`src/rtl/mips_pkg.sv`:
```
// Shared MIPS definitions: opcodes, widths, fetch payload and fetch status encoding.
package mips_pkg;

    localparam int unsigned INSTR_W = 32;
    localparam int unsigned ADDR_W  = 32;
    localparam int unsigned OP_W    = 6;

    localparam logic [OP_W-1:0] OP_ADD   = 6'b000000;
    localparam logic [OP_W-1:0] OP_SUB   = 6'b000001;
    localparam logic [OP_W-1:0] OP_AND   = 6'b000010;
    localparam logic [OP_W-1:0] OP_OR    = 6'b000011;
    localparam logic [OP_W-1:0] OP_SLT   = 6'b000100;
    localparam logic [OP_W-1:0] OP_MUL   = 6'b000101;
    localparam logic [OP_W-1:0] OP_LW    = 6'b001000;
    localparam logic [OP_W-1:0] OP_SW    = 6'b001001;
    localparam logic [OP_W-1:0] OP_ADDI  = 6'b001010;
    localparam logic [OP_W-1:0] OP_SUBI  = 6'b001011;
    localparam logic [OP_W-1:0] OP_SLTI  = 6'b001100;
    localparam logic [OP_W-1:0] OP_BNEQZ = 6'b001101;
    localparam logic [OP_W-1:0] OP_BEQZ  = 6'b001110;
    localparam logic [OP_W-1:0] OP_JUMP  = 6'b001111;
    localparam logic [OP_W-1:0] OP_HLT   = 6'b111111;

    // Entry handed to decode: instruction plus the address of the next word.
    typedef struct packed {
        logic [INSTR_W-1:0] ir;
        logic [ADDR_W-1:0]  pc;
    } fetch_entry_t;

    typedef enum logic [1:0] {
        FS_RUN,
        FS_FULL,
        FS_DRAIN,
        FS_HALT
    } fetch_state_e;

    function automatic logic is_hlt(input logic [INSTR_W-1:0] instr);
        return instr[INSTR_W-1 -: OP_W] == OP_HLT;
    endfunction

endpackage

```
`src/rtl/mips_fetch_unit_if.sv`:
```
// Fetch unit bundle: instruction memory request/response, decode handshake and redirect.
interface mips_fetch_unit_if;
    import mips_pkg::*;

    logic               imem_req_valid;
    logic               imem_req_ready;
    logic [ADDR_W-1:0]  imem_req_addr;
    logic               imem_rsp_valid;
    logic [INSTR_W-1:0] imem_rsp_data;
    logic               if_valid;
    logic               if_ready;
    logic [INSTR_W-1:0] if_ir;
    logic [ADDR_W-1:0]  if_pc;
    logic               redirect_valid;
    logic [ADDR_W-1:0]  redirect_pc;
    logic               halted;

    modport master (
        output imem_req_valid, imem_req_addr,
        input  imem_req_ready, imem_rsp_valid, imem_rsp_data,
        output if_valid, if_ir, if_pc,
        input  if_ready, redirect_valid, redirect_pc,
        output halted
    );

    modport slave (
        input  imem_req_valid, imem_req_addr,
        output imem_req_ready, imem_rsp_valid, imem_rsp_data,
        input  if_valid, if_ir, if_pc,
        output if_ready, redirect_valid, redirect_pc,
        input  halted
    );

endinterface

```
`src/rtl/mips_prefetch_fifo.sv`:
```
// Synchronous FIFO with flush and a registered head word; accepts push+pop while full.
module mips_prefetch_fifo #(
    parameter int unsigned WIDTH = 32,
    parameter int unsigned DEPTH = 4
) (
    input  logic                     clk,
    input  logic                     rst,
    input  logic                     flush,
    input  logic                     push,
    input  logic [WIDTH-1:0]         wdata,
    input  logic                     pop,
    output logic [WIDTH-1:0]         head,
    output logic [$clog2(DEPTH):0]   count,
    output logic                     full,
    output logic                     empty
);

    localparam int unsigned PTR_W = $clog2(DEPTH);
    localparam int unsigned CNT_W = PTR_W + 1;

    logic [WIDTH-1:0] mem [DEPTH];
    logic [PTR_W-1:0] rd_ptr;
    logic [PTR_W-1:0] wr_ptr;
    logic [PTR_W-1:0] rd_next;
    logic             do_pop;
    logic             do_push;

    assign full    = count == CNT_W'(DEPTH);
    assign empty   = count == '0;
    assign rd_next = rd_ptr + PTR_W'(1);
    assign do_pop  = pop && !empty;
    assign do_push = push && (!full || do_pop);

    always_ff @(posedge clk) begin
        if (do_push) begin
            mem[wr_ptr] <= wdata;
        end
    end

    // Head is refreshed from the incoming word or the next stored entry.
    always_ff @(posedge clk) begin
        if (rst || flush) begin
            rd_ptr <= '0;
            wr_ptr <= '0;
            count  <= '0;
            head   <= '0;
        end else begin
            if (do_push) begin
                wr_ptr <= wr_ptr + PTR_W'(1);
            end
            if (do_pop) begin
                rd_ptr <= rd_next;
            end
            count <= count + CNT_W'(do_push) - CNT_W'(do_pop);
            if (do_push && (empty || (count == CNT_W'(1) && do_pop))) begin
                head <= wdata;
            end else if (do_pop && count > CNT_W'(1)) begin
                head <= mem[rd_next];
            end
        end
    end

endmodule

```
`src/rtl/mips_fetch_unit.sv`:
```
// Instruction fetch: PC ownership, capped prefetch into a queue, redirect flush and HLT stop.
module mips_fetch_unit
    import mips_pkg::*;
#(
    parameter int unsigned DEPTH    = 4,
    parameter logic [31:0] RESET_PC = 32'h0
) (
    input  logic              clk1,
    input  logic              rst,
    mips_fetch_unit_if.master io
);

    localparam int unsigned CNT_W = $clog2(DEPTH) + 1;
    localparam int unsigned OCC_W = CNT_W + 1;

    fetch_state_e      state_q;
    fetch_state_e      state_n;
    logic [ADDR_W-1:0] pc_q;
    logic [ADDR_W-1:0] pc_n;
    logic [CNT_W-1:0]  outstanding_q;
    logic [CNT_W-1:0]  outstanding_n;
    logic [CNT_W-1:0]  drop_q;
    logic [CNT_W-1:0]  drop_n;
    logic [OCC_W-1:0]  occ_n;
    logic              cap_n;

    fetch_entry_t      q_wdata;
    fetch_entry_t      q_head;
    logic [CNT_W-1:0]  q_count;
    logic              q_full;
    logic              q_empty;
    logic [ADDR_W-1:0] a_head;
    logic [CNT_W-1:0]  a_count;
    logic              a_full;
    logic              a_empty;

    logic              halted;
    logic              occ_ok;
    logic              acc;
    logic              rsp;
    logic              deq;
    logic              drop;
    logic              enq;
    logic              hlt_enq;

    assign halted = state_q == FS_HALT;
    assign occ_ok = (OCC_W'(q_count) + OCC_W'(outstanding_q)) < OCC_W'(DEPTH);

    // The FIFO full terms are implied by occ_ok; they only guard against overflow.
    assign io.imem_req_valid = !rst && !halted && !io.redirect_valid && occ_ok && !q_full && !a_full;
    assign io.imem_req_addr  = pc_q;
    assign io.if_valid       = !q_empty;
    assign io.if_ir          = q_head.ir;
    assign io.if_pc          = q_head.pc;
    assign io.halted         = halted;

    assign acc     = io.imem_req_valid && io.imem_req_ready;
    assign rsp     = io.imem_rsp_valid;
    assign deq     = io.if_valid && io.if_ready;
    assign drop    = rsp && (io.redirect_valid || drop_q != '0);
    assign enq     = rsp && !drop && !a_empty;
    assign hlt_enq = enq && is_hlt(io.imem_rsp_data);

    assign q_wdata = '{ir: io.imem_rsp_data, pc: a_head + 32'd1};

    mips_prefetch_fifo #(
        .WIDTH ($bits(fetch_entry_t)),
        .DEPTH (DEPTH)
    ) u_entry_q (
        .clk   (clk1),
        .rst   (rst),
        .flush (io.redirect_valid),
        .push  (enq),
        .wdata (q_wdata),
        .pop   (deq),
        .head  (q_head),
        .count (q_count),
        .full  (q_full),
        .empty (q_empty)
    );

    mips_prefetch_fifo #(
        .WIDTH (ADDR_W),
        .DEPTH (DEPTH)
    ) u_addr_q (
        .clk   (clk1),
        .rst   (rst),
        .flush (io.redirect_valid),
        .push  (acc),
        .wdata (pc_q),
        .pop   (enq),
        .head  (a_head),
        .count (a_count),
        .full  (a_full),
        .empty (a_empty)
    );

    always_ff @(posedge clk1) begin
        if (rst) begin
            state_q       <= FS_RUN;
            pc_q          <= RESET_PC;
            outstanding_q <= '0;
            drop_q        <= '0;
        end else begin
            state_q       <= state_n;
            pc_q          <= pc_n;
            outstanding_q <= outstanding_n;
            drop_q        <= drop_n;
        end
    end

    // Next PC, in-flight bookkeeping and fetch status.
    always_comb begin
        pc_n          = pc_q;
        outstanding_n = outstanding_q + CNT_W'(acc) - CNT_W'(rsp);
        drop_n        = drop_q;
        state_n       = state_q;
        occ_n         = OCC_W'(q_count) + OCC_W'(enq) - OCC_W'(deq) + OCC_W'(outstanding_n);
        cap_n         = occ_n >= OCC_W'(DEPTH);

        if (acc) begin
            pc_n = pc_q + 32'd1;
        end
        if (io.redirect_valid) begin
            pc_n   = io.redirect_pc;
            drop_n = outstanding_n;
        end else if (rsp && drop_q != '0) begin
            drop_n = drop_q - CNT_W'(1);
        end

        if (io.redirect_valid) begin
            state_n = (drop_n != '0) ? FS_DRAIN : FS_RUN;
        end else if (hlt_enq) begin
            state_n = FS_HALT;
        end else begin
            case (state_q)
                FS_HALT: state_n = FS_HALT;
                default: state_n = (drop_n != '0) ? FS_DRAIN : (cap_n ? FS_FULL : FS_RUN);
            endcase
        end
    end

    // Every in-flight fetch is either stale (to be dropped) or paired with a recorded address.
    always_ff @(posedge clk1) begin
        if (!rst) begin
            assert (CNT_W'(drop_q + a_count) == outstanding_q);
        end
    end

endmodule
```
`src/flat_wrapper.sv`:
```
// flat-port wrapper written by rule: the top's interface ports become plain ports
module mips_fetch_unit_flat import mips_pkg::*;
#(
    parameter int unsigned DEPTH    = 4,
    parameter logic [31:0] RESET_PC = 32'h0
)
  (clk1, rst, io_imem_req_valid, io_imem_req_addr, io_imem_req_ready, io_imem_rsp_valid, io_imem_rsp_data, io_if_valid, io_if_ir, io_if_pc, io_if_ready, io_redirect_valid, io_redirect_pc, io_halted);
  mips_fetch_unit_if io_i ();
  input  logic clk1;
  input  logic rst;
  output wire logic [$bits(io_i.imem_req_valid)-1:0] io_imem_req_valid;
  output wire logic [$bits(io_i.imem_req_addr)-1:0] io_imem_req_addr;
  input wire logic [$bits(io_i.imem_req_ready)-1:0] io_imem_req_ready;
  input wire logic [$bits(io_i.imem_rsp_valid)-1:0] io_imem_rsp_valid;
  input wire logic [$bits(io_i.imem_rsp_data)-1:0] io_imem_rsp_data;
  output wire logic [$bits(io_i.if_valid)-1:0] io_if_valid;
  output wire logic [$bits(io_i.if_ir)-1:0] io_if_ir;
  output wire logic [$bits(io_i.if_pc)-1:0] io_if_pc;
  input wire logic [$bits(io_i.if_ready)-1:0] io_if_ready;
  input wire logic [$bits(io_i.redirect_valid)-1:0] io_redirect_valid;
  input wire logic [$bits(io_i.redirect_pc)-1:0] io_redirect_pc;
  output wire logic [$bits(io_i.halted)-1:0] io_halted;
  assign io_imem_req_valid = io_i.imem_req_valid;
  assign io_imem_req_addr = io_i.imem_req_addr;
  assign io_i.imem_req_ready = io_imem_req_ready;
  assign io_i.imem_rsp_valid = io_imem_rsp_valid;
  assign io_i.imem_rsp_data = io_imem_rsp_data;
  assign io_if_valid = io_i.if_valid;
  assign io_if_ir = io_i.if_ir;
  assign io_if_pc = io_i.if_pc;
  assign io_i.if_ready = io_if_ready;
  assign io_i.redirect_valid = io_redirect_valid;
  assign io_i.redirect_pc = io_redirect_pc;
  assign io_halted = io_i.halted;
  mips_fetch_unit #(.DEPTH(DEPTH), .RESET_PC(RESET_PC)) u_core (.clk1(clk1), .rst(rst), .io(io_i));
endmodule
```
`config.mk`:
```
export PLATFORM = sky130hd
export DESIGN_NAME = mips_fetch_unit_flat
export DESIGN_NICKNAME = d
export VERILOG_FILES = /design/src/rtl/mips_pkg.sv /design/src/rtl/mips_fetch_unit_if.sv /design/src/rtl/mips_prefetch_fifo.sv /design/src/rtl/mips_fetch_unit.sv /design/src/flat_wrapper.sv
export SDC_FILE = /design/constraint.sdc
export NUM_CORES = 1
export LEC_CHECK = 0
export CELL_PAD_IN_SITES_DETAIL_PLACEMENT = 1
export CELL_PAD_IN_SITES_GLOBAL_PLACEMENT = 1
export CORE_MARGIN = 5
export CORE_UTILIZATION = 49
export CTS_CLUSTER_DIAMETER = 40
export DETAILED_ROUTE_END_ITERATION = 8
export PLACE_DENSITY = 0.76
export REMOVE_ABC_BUFFERS = 1
export SYNTH_ARGS = -nofsm -noshare
export SYNTH_HDL_FRONTEND = slang
export SYNTH_SLANG_ARGS = --single-unit
```
`constraint.sdc`:
```
create_clock -name clk1 -period 5 [get_ports clk1]
set_input_delay 0.5 -clock clk1 [delete_from_list [all_inputs] [get_ports clk1]]
set_output_delay 0.5 -clock clk1 [all_outputs]
set_load 0.01 [all_outputs]
```
==> results of run 1 <==
-- worst max-delay path: cells and delay by family (launching register included) --
family,cells,cell delay [ns]
flip-flops,1,0.47
adder cells (fa/ha/maj),5,1.39
buffers and inverters,4,0.50
AO/OA/AOI/OAI,3,0.67
AND/OR/NAND/NOR,2,0.62
-- synthesized netlist by cell type (3+ instances only) --
cell type  instances  area [sq um]
and2_1            13          81.3
nand2b_1           5          31.3
ha_1              28           350
o211ai_1           3          22.5
buf_6              4          45.0
fa_1               3          60.1
and4_1            11          96.3
or4_1             16           120
clkbuf_1          59           221
dfxtp_1          150          3000
nor4_1             8          50.1
edfxtp_1         384         11500
o31a_1             3          26.3
a21oi_1           32           160
nand2_1           84           315
o31ai_1            3          22.5
a31oi_1           18           113
nand4_1           23           144
nand3_1           31           155
buf_2             24           120
a311oi_1           7          61.3
o21ai_0           40           200
nor4b_1            3          26.3
a211oi_1          49           368
nor2_1           103           387
o311ai_0          12           105
a311oi_2          31           465
or3_1              5          31.3
nor2b_1            6          37.5
buf_1              5          18.8
xnor2_1           35           307
xor2_1             6          52.6
mux4_2            96          2160
inv_1             44           165
and3_1             5          31.3
mux2i_1           67           671
nor3_1             8          40.0
o21a_1            20           150
-- logic make-up after synthesis --
kind of cell / synth area share
XOR/XNOR: 0.0161
adder cells (fa/ha/maj): 0.0184
flip-flops: 0.653
AO/OA/AOI/OAI: 0.0843
multiplexers: 0.127
buffers and inverters: 0.0262
AND/OR/NAND/NOR: 0.0743
-- metrics by stage --
stage          hold slack [ns]  setup WS, ns  utilization
6_report                 0.495          1.24        0.605
5_1_grt                  0.503         0.881        0.605
4_1_cts                  0.464          1.22        0.605
3_5_place_dp             0.503          1.05        0.545
3_3_place_gp             0.484          1.21        0.545
2_1_floorplan            0.469        -0.604            -
-- routing by layer --
metal  track usage  up-vias
met4        0.0650        0
met1         0.305     7256
met3        0.0393       84
li1              -     6166
met2         0.390      437
met5             0        -
-- cell type report --
| type | instances | share of cell area |
|---|---|---|
| sequential | 534 | 0.532 |
| multi-input combinational | 804 | 0.262 |
| clock buffer | 92 | 0.0760 |
| timing repair buffer | 199 | 0.0732 |
| tap | 600 | 0.0275 |
| clock inverter | 47 | 0.0231 |
| inverter | 45 | 0.00618 |
-- sequential cells by signal, indices dropped and copies added, names as in the netlist --
signal                   count
u_core.u_entry_q.wr_ptr      2
u_core.outstanding_q         3
u_core.u_entry_q.head       64
u_core.u_entry_q.count       3
u_core.drop_q                3
u_core.u_addr_q.count        3
u_core.state_q               2
u_core.u_entry_q.rd_ptr      2
u_core.u_entry_q.mem       256
u_core.io.imem_req_addr     32
u_core.u_addr_q.mem        128
u_core.u_addr_q.wr_ptr       2
u_core.u_addr_q.head        32
u_core.u_addr_q.rd_ptr       2
-- power by group through the flow --
stage	clock, mW	combinational [mW]	sequential [mW]
CTS	5.73	0.566	4.91
floorplan	0	0.307	4.97
detailed placement	0	0.556	5.00
finish	5.64	0.563	4.91
global placement	0	0.537	4.99
global route	5.96	0.629	4.91
-- worst min-delay path by stage --
stage	start	end	slack, ns	cells past startpoint
after floorplan	u_core.u_addr_q.wr_ptr[1]$_SDFFE_PP0P_	u_core.u_addr_q.wr_ptr[1]$_SDFFE_PP0P_	0.47	2
after global placement	u_core.u_addr_q.wr_ptr[1]$_SDFFE_PP0P_	u_core.u_addr_q.wr_ptr[1]$_SDFFE_PP0P_	0.48	2
after detailed placement	u_core.u_addr_q.wr_ptr[1]$_SDFFE_PP0P_	u_core.u_addr_q.wr_ptr[1]$_SDFFE_PP0P_	0.50	2
after CTS	io_redirect_pc[30]	u_core.io.imem_req_addr[30]$_SDFFE_PP0P_	0.46	3
after global routing	io_redirect_pc[23]	u_core.io.imem_req_addr[23]$_SDFFE_PP0P_	0.50	3
final	io_redirect_pc[30]	u_core.io.imem_req_addr[30]$_SDFFE_PP0P_	0.49	3
==> summary.md, run 1 <==
| Metric | Value |
|---|---|
| DRC | `0` |
| Largest stage delay on the critical path | `0.47 ns` |
| DR WL/cell | `24.6 um` |
| Routed WL | `57.2 mm` |
| Overall Power | `11.1 mW` |
| Nets | `1,761` |
| Reg area | `between 0.01 and 0.015 sq mm` |
| Multi-input gate area | `between 0.007 and 0.008 sq mm` |
| Setup TNS | `0 ns` |
| Root Driver | `clkbuf_16` |
| Slew HR | `0.272` |
| Worst reg2reg path startpoint | `u_core.u_entry_q.count[2]$_SDFF_PP0_` |
| DR vias/cell | `6.01` |
| Post-CTS setup buffer count | `0` |
| CTS resizes | `0` |
| Clock edge transition at the registers on the reported setup and hold paths | `0.06 ns` |
| HPWL after DPL | `about 34 mm` |
| Synth unique cells | `64` |
| Dpl cells | `approximately 2,200` |
| Power Density | `406 mW/mm^2` |
| Core area | `0.0452 sq mm` |
| Top FF cell, synth | `edfxtp_1` |
| Wl on met1 | `approximately 24 mm` |
| Tmin final | `3.76 ns` |
| Sequential Power Share | `0.442` |
| Total vias in the final route | `about 14,000` |
| Final Setup Violations | `0` |
| H-tree depth | `3` |
| CTS tree | `yes` |
| MaxCap Viol Count | `0` |
| Post-layout instance area | `0.0273 sq mm` |
| Worst Setup SP | `u_core.u_entry_q.count[2]$_SDFF_PP0_` |
| Placer congestion estimate | `around 0.75` |
| Placement row count | `78` |
| Worst Skew | `0.0228 ns` |
| Maximum root-to-sink buffer count | `3` |
| Dpl cell area | `0.0246 sq mm` |
| Worst Setup End Kind | `flop` |
| Top Layer Used | `met4` |
| Worst path slowest cell | `dfxtp_1` |
| Post-synth ARST share | `0` |
| DR pass1 iterations | `5` |
| Largest net degree at the start of global routing | `between 60 and 70` |
| Syn-to-layout area delta | `22.9%` |
| CP Class | `flop to flop` |
| Status | `complete, no violations` |
| Post-route insts no fill | `roughly 2,300` |
| Sink Count | `534` |
| Met3 WL | `2.66 mm` |
| Met2 Wirelength | `29.0 mm` |
| Post-CTS Hold Fix Bufs | `0` |
| Net Sw Power | `2.47 mW` |
| Die area | `approximately 0.050 sq mm` |
| Most common cell after layout, fill and taps aside | `edfxtp_1` |
| Hold WC Path Type | `input port to flop` |
| Final Cycle Share | `0.753` |
| Remaining Overflow, GRT | `0` |
| Worst EP arrival | `4.23 ns` |
| Share of cells above drive strength 1 | `0.178` |
| Worst-margin pin slew | `1.09 ns` |
| Chip width | `223 um` |
| Ports | `169` |
| First-pass GRT wire length | `90.2 mm` |
| Leak | `around 8.7 nW` |
| 1st-iter DRT viols | `1,045` |
| Critical Path Most Common Cell | `ha_1` |
| Fill count | `just over 4,000` |
| Worst vdd ir | `approximately 0.30 mV` |
| Yosys warning total | `0` |
| Syn Area/Cell | `15.1 sq um` |
| I/O Buffers | `168` |
| Hold Violations, Final | `0` |
| Vias in the first global route | `15,300` |
| Most frequent cells in the layout | `edfxtp_1, clkdlybuf4s50_1, dfxtp_1, nor2_1, mux4_2` |
| Max Slew Vio Count | `0` |
| R2r setup slk | `between 1 and 1.5 ns` |
| Critical path cell sequence | `ha_1 > nor4_2 > nand3_1 > inv_1 > buf_4 > ha_1 > fa_1 > inv_1 > ha_1 > inv_1 > ha_1 > a21oi_1 > o21ai_0 > o41ai_1` |
| ANT nets after route | `0` |
| Combinational share of power | `0.051` |
| Yosys reg bits | `approximately 530` |
| CP Launch Type | `flop` |
| Clk pwr share | `0.507` |
| Gr usage total | `0.229` |
| Critical Path End | `u_core.state_q[0]$_SDFF_PP0_` |
| CP Max Fanout | `21` |
| Initial antenna violation count | `0` |
| RSZ-0062 raised after global routing | `false` |
| Post-synth EDFFs | `384` |
| Mapped Cells | `1,476` |
| CTS buffer count | `76` |
| P_int | `8.63 mW` |
| Starting density of the core | `0.492` |
| Sequential area share after synthesis | `0.653` |
| N_diodes | `0` |
| Sw frac | `0.223` |
| CP required | `about 5.5 ns` |
| RR Endpoint | `u_core.state_q[0]$_SDFF_PP0_` |
| Skew-Pair Late Insertion Delay | `about 0.6 ns` |
| Fmax | `266 MHz` |
| Post-synthesis instance area | `0.0222 sq mm` |
| Die Y | `223 um` |
| R2R cell count | `14` |
(Power assumes the default switching activity.)
==> run 2, diff against run 1 <==
--- a/config.mk
+++ b/config.mk
@@ -8,10 +8,10 @@
 export CELL_PAD_IN_SITES_DETAIL_PLACEMENT = 1
 export CELL_PAD_IN_SITES_GLOBAL_PLACEMENT = 1
 export CORE_MARGIN = 5
-export CORE_UTILIZATION = 49
+export CORE_UTILIZATION = 44
 export CTS_CLUSTER_DIAMETER = 40
 export DETAILED_ROUTE_END_ITERATION = 8
-export PLACE_DENSITY = 0.76
+export PLACE_DENSITY = 0.72
 export REMOVE_ABC_BUFFERS = 1
 export SYNTH_ARGS = -nofsm -noshare
 export SYNTH_HDL_FRONTEND = slang
==> constraint.sdc (replaced) <==
create_clock -name clk1 -period 3.18 [get_ports clk1]
set_input_delay 0.318 -clock clk1 [delete_from_list [all_inputs] [get_ports clk1]]
set_output_delay 0.318 -clock clk1 [all_outputs]
set_load 0.01 [all_outputs]
==> run 2 against run 1 <==
Against the previous run: wire length decreased by 1.2%; hold slack got worse by 0.27 ns; count of clock-buffer cells in the layout decreased by 3; largest power group unchanged; via count decreased by 0.44%; sequential power increased by 56%; fmax increased by 23%; cell count increased by 4.8%; critical endpoint unchanged; largest cell class unchanged; global-route usage decreased by 2.6 points; sequential share of layout area decreased by 0.57 points; utilization decreased by 5.3 points; non-clock buffer count increased by 38.
==> summary.md, run 2 (synthesized netlist as in run 1, its figures left out) <==
| Metric | Value |
|---|---|
| Status | `complete, no violations (unchanged)` |
| Core area | `0.0501 sq mm (was 0.0452 sq mm)` |
| Largest Register | `u_core.u_entry_q.mem (unchanged)` |
| Combinational share of power | `0.062 (was 0.051)` |
| Root Driver | `clkbuf_16 (unchanged)` |
| Critical Path Most Common Cell | `ha_1 (unchanged)` |
| Max FFs per register | `256 (unchanged)` |
| Nets | `1,799 (was 1,761)` |
| CP required | `3.62 ns (was 5.46 ns)` |
| CP Launch Type | `flop (unchanged)` |
| Worst EP arrival | `3.50 ns (was 4.23 ns)` |
| HPWL after DPL | `34.1 mm (was 34.5 mm)` |
| Sw frac | `0.233 (was 0.223)` |
| Die Y | `235 um (was 223 um)` |
| Sink Count | `534 (unchanged)` |
| Placement row count | `82 (was 78)` |
| Fmax | `327 MHz (was 266 MHz)` |
| I/O Buffers | `168 (unchanged)` |
| MaxCap Viol Count | `0 (unchanged)` |
| Largest regs | `u_core.u_entry_q.mem x256, u_core.u_addr_q.mem x128, u_core.u_entry_q.head x64 (unchanged)` |
| Ports | `169 (unchanged)` |
| Maximum root-to-sink buffer count | `3 (unchanged)` |
| P_int | `12.9 mW (was 8.63 mW)` |
| Worst vdd ir | `0.382 mV (was 0.296 mV)` |
| Skew-Pair Late Insertion Delay | `0.61 ns (was 0.60 ns)` |
| Worst path slowest cell | `fa_1 (was dfxtp_1)` |
| 1st-iter DRT viols | `921 (was 1,045)` |
| Worst-margin pin slew | `0.829 ns (was 1.09 ns)` |
| N_diodes | `0 (unchanged)` |
| Hold WC Path Type | `input port to flop (unchanged)` |
| Critical path cell sequence | `ha_2 > a32oi_2 > nand3_2 > inv_2 > ha_1 > fa_1 > inv_1 > ha_1 > inv_1 > ha_1 > a21oi_2 > and4b_1 > o41ai_2 (was ha_1 > nor4_2 > nand3_1 > inv_1 > buf_4 > ha_1 > fa_1 > inv_1 > ha_1 > inv_1 > ha_1 > a21oi_1 > o21ai_0 > o41ai_1)` |
| Initial antenna violation count | `0 (unchanged)` |
| Hold Path Depth | `4 (was 3)` |
| Largest net degree at the start of global routing | `109 (was 65)` |
| CP Max Fanout | `3 (was 21)` |
| First-pass GRT wire length | `89.6 mm (was 90.2 mm)` |
| Most frequent cells in the layout | `edfxtp_1, clkdlybuf4s50_1, dfxtp_1, nor2_1, mux4_2 (unchanged)` |
| Remaining Overflow, GRT | `0 (unchanged)` |
| Clk pwr share | `0.479 (was 0.507)` |
| Net Sw Power | `3.90 mW (was 2.47 mW)` |
| Post-layout instance area | `0.0276 sq mm (was 0.0273 sq mm)` |
| Power Density | `606 mW/mm^2 (was 406 mW/mm^2)` |
| Chip width | `235 um (was 223 um)` |
| Max Slew Vio Count | `0 (unchanged)` |
| ANT nets after route | `0 (unchanged)` |
| Tmin final | `3.06 ns (was 3.76 ns)` |
| Share of cells above drive strength 1 | `0.201 (was 0.178)` |
| Core Util, Final | `0.552 (was 0.605)` |
| DR pass1 iterations | `5 (unchanged)` |
| Vias in the first global route | `15,100 (was 15,300)` |
| Total vias in the final route | `13,900 (about the same)` |
| Fill count | `4,832 (was 4,114)` |
| DR vias/cell | `5.71 (was 6.01)` |
| CP Class | `flop to flop (unchanged)` |
| Most common cell after layout, fill and taps aside | `edfxtp_1 (unchanged)` |
| Gr usage total | `0.203 (was 0.229)` |
| R2R cell count | `13 (was 14)` |
| Routed WL | `56.5 mm (was 57.2 mm)` |
| Clock edge transition at the registers on the reported setup and hold paths | `0.06 ns (about the same)` |
| Final Setup Violations | `0 (unchanged)` |
| Dpl cell area | `0.0251 sq mm (was 0.0246 sq mm)` |
| Syn-to-layout area delta | `24.2% (was 22.9%)` |
| Final Cycle Share | `0.961 (was 0.753)` |
| Sequential Power Share | `0.459 (was 0.442)` |
| Placer congestion estimate | `0.833 (was 0.755)` |
| CTS tree | `yes (unchanged)` |
| Worst Skew | `0.0336 ns (was 0.0228 ns)` |
| Starting density of the core | `0.444 (was 0.492)` |
| Post-CTS Hold Fix Bufs | `0 (unchanged)` |
| DRC | `0 (unchanged)` |
| DR WL/cell | `23.2 um (was 24.6 um)` |
| Die area | `0.0552 sq mm (was 0.0498 sq mm)` |
| H-tree depth | `3 (unchanged)` |
| Largest stage delay on the critical path | `0.56 ns (was 0.47 ns)` |
| Worst Setup End Kind | `flop (unchanged)` |
| CTS buffer count | `76 (unchanged)` |
| Hold Violations, Final | `0 (unchanged)` |
| Slew HR | `0.446 (was 0.272)` |
| Leak | `8.85 nW (was 8.72 nW)` |
## run 2: cell types whose count changed in the layout (fill, tap and decap cells not counted), sizes merged
cell,delta
buf,+39
inv,+9
bufinv,-8
clkinv,+6
clkbuf,-3
clkinvlp,-2
clkdlybuf4s50,-1
## run 2: worst max-delay path: cells and delay by family (launching register included)
kind / cells / cell delay [ns]
adder cells (fa/ha/maj): 5 / 1.68
AO/OA/AOI/OAI: 3 / 0.39
AND/OR/NAND/NOR: 2 / 0.35
flip-flops: 1 / 0.34
buffers and inverters: 3 / 0.17
## run 2: layout make-up
class / count / area, sq um / area share
Timing Repair Buffer: 237 / 2420 / 0.0875
Tap cell: 672 / 841 / 0.0304
Inverter: 45 / 169 / 0.00611
Multi-Input combinational cell: 804 / 7220 / 0.261
Clock inverter: 52 / 460 / 0.0167
Sequential cell: 534 / 14500 / 0.526
Clock buffer: 89 / 1990 / 0.0720
## run 2: power by group through the flow
stage               registers [mW]  clock network (mW)  logic [mW]
floorplan                     7.81                   0       0.482
global placement              7.81                   0       0.953
detailed placement            7.82                   0       0.983
CTS                           7.68                8.21        1.01
global route                  7.70                8.56        1.14
finish                        7.68                8.03        1.04
## run 2: final timing paths
| check | end | slack [ns] | start |
|---|---|---|---|
| worst max register to register | u_core.state_q[0]$_SDFF_PP0_ | 0.12 | u_core.outstanding_q[1]$_SDFF_PP0_ |
| worst max-delay path | u_core.state_q[0]$_SDFF_PP0_ | 0.12 | u_core.outstanding_q[1]$_SDFF_PP0_ |
| worst min-delay path | u_core.u_entry_q.head[0]$_SDFFE_PP0P_ | 0.22 | rst |
| worst min register to register | u_core.u_addr_q.wr_ptr[1]$_SDFFE_PP0P_ | 0.52 | u_core.u_addr_q.wr_ptr[1]$_SDFFE_PP0P_ |
## run 2: layer usage
| metal | GRT usage | vias to the layer above | routed length, um |
|---|---|---|---|
| met5 | 0 | - | 0 |
| met1 | 0.275 | 7204 | 24900 |
| li1 | - | 6271 | - |
| met4 | 0.0566 | 0 | 945 |
| met2 | 0.344 | 346 | 28300 |
| met3 | 0.0330 | 60 | 2330 |
## run 2: stage by stage
step | worst slack [ns] | hold WS (ns) | cells | total power [mW] | setup TNS (ns)
floorplan | -2.38 | 0.385 | 1383 | 8.29 | -287.60
global placement | -0.0589 | 0.488 | 2289 | 8.76 | -0.0589
detailed placement | -0.221 | 0.515 | 2289 | 8.80 | -0.221
CTS | 0.00512 | 0.184 | 2432 | 16.9 | 0
global route | -0.0215 | 0.237 | 2433 | 17.4 | -0.0215
finish | 0.124 | 0.220 | 2433 | 16.8 | 0
## run 2: repair_timing
action                                  CTS  global route
endpoints found under the setup margin    2             1
gates resized for setup                   2            10
cloned                                    0             0
setup buffers                             2             1
pin swaps                                 2             6
==> run 3, diff against run 2 <==
--- a/config.mk
+++ b/config.mk
@@ -8,10 +8,11 @@
 export CELL_PAD_IN_SITES_DETAIL_PLACEMENT = 1
 export CELL_PAD_IN_SITES_GLOBAL_PLACEMENT = 1
 export CORE_MARGIN = 5
-export CORE_UTILIZATION = 44
+export CORE_UTILIZATION = 53
 export CTS_CLUSTER_DIAMETER = 40
+export CTS_CLUSTER_SIZE = 16
 export DETAILED_ROUTE_END_ITERATION = 8
-export PLACE_DENSITY = 0.72
+export PLACE_DENSITY_LB_ADDON = 0.1
 export REMOVE_ABC_BUFFERS = 1
 export SYNTH_ARGS = -nofsm -noshare
 export SYNTH_HDL_FRONTEND = slang
==> constraint.sdc (replaced) <==
create_clock -name clk1 -period 3.9 [get_ports clk1]
set_input_delay 0.39 -clock clk1 [delete_from_list [all_inputs] [get_ports clk1]]
set_output_delay 0.39 -clock clk1 [all_outputs]
set_load 0.01 [all_outputs]
==> run 3 against run 2 <==
Against the previous run: global-route usage increased by 4.2 points; non-clock buffer count shrank 31; sequential power decreased by 18%; combinational power fell by 29%; critical path type unchanged; largest cell class unchanged; register-to-register slack improved by 0.34 ns.
==> summary.md, run 3 (synthesized netlist as in run 1, its figures left out) <==
| Metric | Value |
|---|---|
| Status | `complete, no violations (unchanged)` |
| Post-layout instance area | `0.0270 sq mm (was 0.0276 sq mm)` |
| Maximum root-to-sink buffer count | `3 (unchanged)` |
| Hold Path Depth | `3 (was 4)` |
| Starting density of the core | `0.533 (was 0.444)` |
| Critical Path End | `u_core.state_q[0]$_SDFF_PP0_ (unchanged)` |
| Skew-Pair Late Insertion Delay | `0.59 ns (was 0.61 ns)` |
| Largest Register | `u_core.u_entry_q.mem (unchanged)` |
| Max FFs per register | `256 (unchanged)` |
| Post-CTS setup buffer count | `0 (was 2)` |
| Fmax | `291 MHz (was 327 MHz)` |
| Critical path cell sequence | `ha_1 > nor4_2 > nand3_1 > inv_1 > ha_1 > fa_1 > inv_1 > ha_1 > inv_1 > ha_1 > a21oi_1 > o21ai_0 > o41ai_1 (was ha_2 > a32oi_2 > nand3_2 > inv_2 > ha_1 > fa_1 > inv_1 > ha_1 > inv_1 > ha_1 > a21oi_2 > and4b_1 > o41ai_2)` |
| Clock edge transition at the registers on the reported setup and hold paths | `0.06 ns (about the same)` |
| CP Class | `flop to flop (unchanged)` |
| Worst EP arrival | `3.92 ns (was 3.50 ns)` |
| CP Launch Type | `flop (unchanged)` |
| Post-CTS Hold Fix Bufs | `0 (unchanged)` |
| Worst reg2reg path startpoint | `u_core.u_entry_q.count[2]$_SDFF_PP0_ (was u_core.outstanding_q[1]$_SDFF_PP0_)` |
| Sw frac | `0.235 (was 0.233)` |
| First-pass GRT wire length | `89.2 mm (was 89.6 mm)` |
| Most common cell after layout, fill and taps aside | `edfxtp_1 (unchanged)` |
| CTS buffer count | `70 (was 76)` |
| Die area | `0.0462 sq mm (was 0.0552 sq mm)` |
| RSZ-0062 raised after global routing | `false` |
| Sink Count | `534 (unchanged)` |
| MaxCap Viol Count | `0 (unchanged)` |
| Initial antenna violation count | `0 (unchanged)` |
| Slew HR | `0.298 (was 0.446)` |
| Sequential Power Share | `0.471 (was 0.459)` |
| Largest net degree at the start of global routing | `110 (was 109)` |
| CTS resizes | `0 (was 2)` |
| CP required | `4.39 ns (was 3.62 ns)` |
| R2R cell count | `13 (unchanged)` |
| Core area | `0.0418 sq mm (was 0.0501 sq mm)` |
| ANT nets after route | `0 (unchanged)` |
| Overall Power | `13.3 mW (was 16.8 mW)` |
| Placer congestion estimate | `0.766 (was 0.833)` |
| HPWL after DPL | `33.9 mm (was 34.1 mm)` |
| Chip width | `215 um (was 235 um)` |
| Hold Violations, Final | `0 (unchanged)` |
| 1st-iter DRT viols | `832 (was 921)` |
| Worst Skew | `0.0158 ns (was 0.0336 ns)` |
| Routed WL | `56.4 mm (was 56.5 mm)` |
| Power Density | `494 mW/mm^2 (was 606 mW/mm^2)` |
| N_diodes | `0 (unchanged)` |
| Max Slew Vio Count | `0 (unchanged)` |
| Worst vdd ir | `0.349 mV (was 0.382 mV)` |
| Leak | `8.60 nW (was 8.85 nW)` |
| DR pass1 iterations | `5 (unchanged)` |
| Tmin final | `3.44 ns (was 3.06 ns)` |
| R2r setup slk | `0.46 ns (was 0.12 ns)` |
| Largest regs | `u_core.u_entry_q.mem x256, u_core.u_addr_q.mem x128, u_core.u_entry_q.head x64 (unchanged)` |
| Combinational share of power | `0.055 (was 0.062)` |
| H-tree depth | `3 (unchanged)` |
| Syn-to-layout area delta | `21.4% (was 24.2%)` |
| Net Sw Power | `3.13 mW (was 3.90 mW)` |
| Root Driver | `clkbuf_16 (unchanged)` |
| Total vias in the final route | `13,800 (was 13,900)` |
| Worst Setup SP | `u_core.u_entry_q.count[2]$_SDFF_PP0_ (was u_core.outstanding_q[1]$_SDFF_PP0_)` |
| Hold WC Path Type | `input port to flop (unchanged)` |
| Vias in the first global route | `15,200 (was 15,100)` |
| Worst Setup End Kind | `flop (unchanged)` |
| Share of cells above drive strength 1 | `0.178 (was 0.201)` |
| Final Setup Violations | `0 (unchanged)` |
| Most frequent cells in the layout | `edfxtp_1, clkdlybuf4s50_1, dfxtp_1, nor2_1, mux4_2 (unchanged)` |
| Dpl cell area | `0.0247 sq mm (was 0.0251 sq mm)` |
| Die Y | `215 um (was 235 um)` |
| Ports | `169 (unchanged)` |
| Placement row count | `75 (was 82)` |
| Nets | `1,762 (was 1,799)` |
| Clk pwr share | `0.474 (was 0.479)` |
| RR Endpoint | `u_core.state_q[0]$_SDFF_PP0_ (unchanged)` |
| Worst-margin pin slew | `1.04 ns (was 0.829 ns)` |
| I/O Buffers | `168 (unchanged)` |
| Remaining Overflow, GRT | `0 (unchanged)` |
| Gr usage total | `0.245 (was 0.203)` |
| DR vias/cell | `6.13 (was 5.71)` |
| CTS tree | `yes (unchanged)` |
| Critical Path Most Common Cell | `ha_1 (unchanged)` |
| Hold path startpoint | `io_redirect_pc[23] (was rst)` |
| P_int | `10.2 mW (was 12.9 mW)` |
| DRC | `0 (unchanged)` |
| CP Max Fanout | `7 (was 3)` |
| Worst path slowest cell | `dfxtp_1 (was fa_1)` |
| Final Cycle Share | `0.881 (was 0.961)` |
| Largest stage delay on the critical path | `0.47 ns (was 0.56 ns)` |
| DR WL/cell | `25.0 um (was 23.2 um)` |
[run 3: changes by cell type in the layout (fill, tap and decap cells not counted), sizes merged]
cell / previous run / this run
buf: 70 / 38
clkbuf: 89 / 77
clkinv: 25 / 20
clkinvlp: 6 / 9
clkdlybuf4s50: 167 / 168
[run 3: through the flow]
stage / setup TNS, ns / setup slack (ns) / cells / hold slack (ns) / utilization
after floorplan: -103.05 / -1.66 / 1383 / 0.457 / -
after global placement: 0 / 0.572 / 2128 / 0.483 / 0.591
after detailed placement: 0 / 0.474 / 2128 / 0.507 / 0.591
after CTS: 0 / 0.467 / 2255 / 0.357 / 0.647
after global routing: 0 / 0.219 / 2255 / 0.370 / 0.647
final: 0 / 0.464 / 2255 / 0.384 / 0.647
[run 3: worst min path at each step]
stage	endpoint	slack, ns
after floorplan	u_core.outstanding_q[1]$_SDFF_PP0_	0.46
after global placement	u_core.u_addr_q.wr_ptr[1]$_SDFFE_PP0P_	0.48
after detailed placement	u_core.u_addr_q.wr_ptr[1]$_SDFFE_PP0P_	0.51
after CTS	u_core.io.imem_req_addr[23]$_SDFFE_PP0P_	0.36
after global routing	u_core.io.imem_req_addr[23]$_SDFFE_PP0P_	0.37
final	u_core.io.imem_req_addr[23]$_SDFFE_PP0P_	0.38
[run 3: cell type report]
class                      instances  area, sq um
fill                            3760        14800
sequential                       534        14500
inverter                          45          169
multi-input combinational        804         7170
clock inverter                    50          475
clock buffer                      77         1850
tap                              539          674
timing repair buffer             206         2120
[run 3: metal layers]
metal,share of wire,vias up,global-route usage
li1,-,6185,-
met1,0.43,7192,0.322
met2,0.51,357,0.427
met3,0.043,83,0.0435
met4,0.020,0,0.0629
met5,0,-,0
[run 3: power by group through the flow]
stage,sequential [mW],clock (mW),combinational [mW]
after floorplan,6.37,0,0.393
after global placement,6.39,0,0.701
after detailed placement,6.40,0,0.732
after CTS,6.28,6.43,0.745
after global routing,6.29,6.73,0.811
final,6.28,6.32,0.740
[run 3: critical path: cells and delay by family (launching register included)]
kind / cells / cell delay [ns]
AOI/OAI and AO/OA: 3 / 0.62
DFF: 1 / 0.47
adders and majority gates: 5 / 1.35
and+or+nand+nor: 2 / 0.61
buffers and inverters: 3 / 0.29
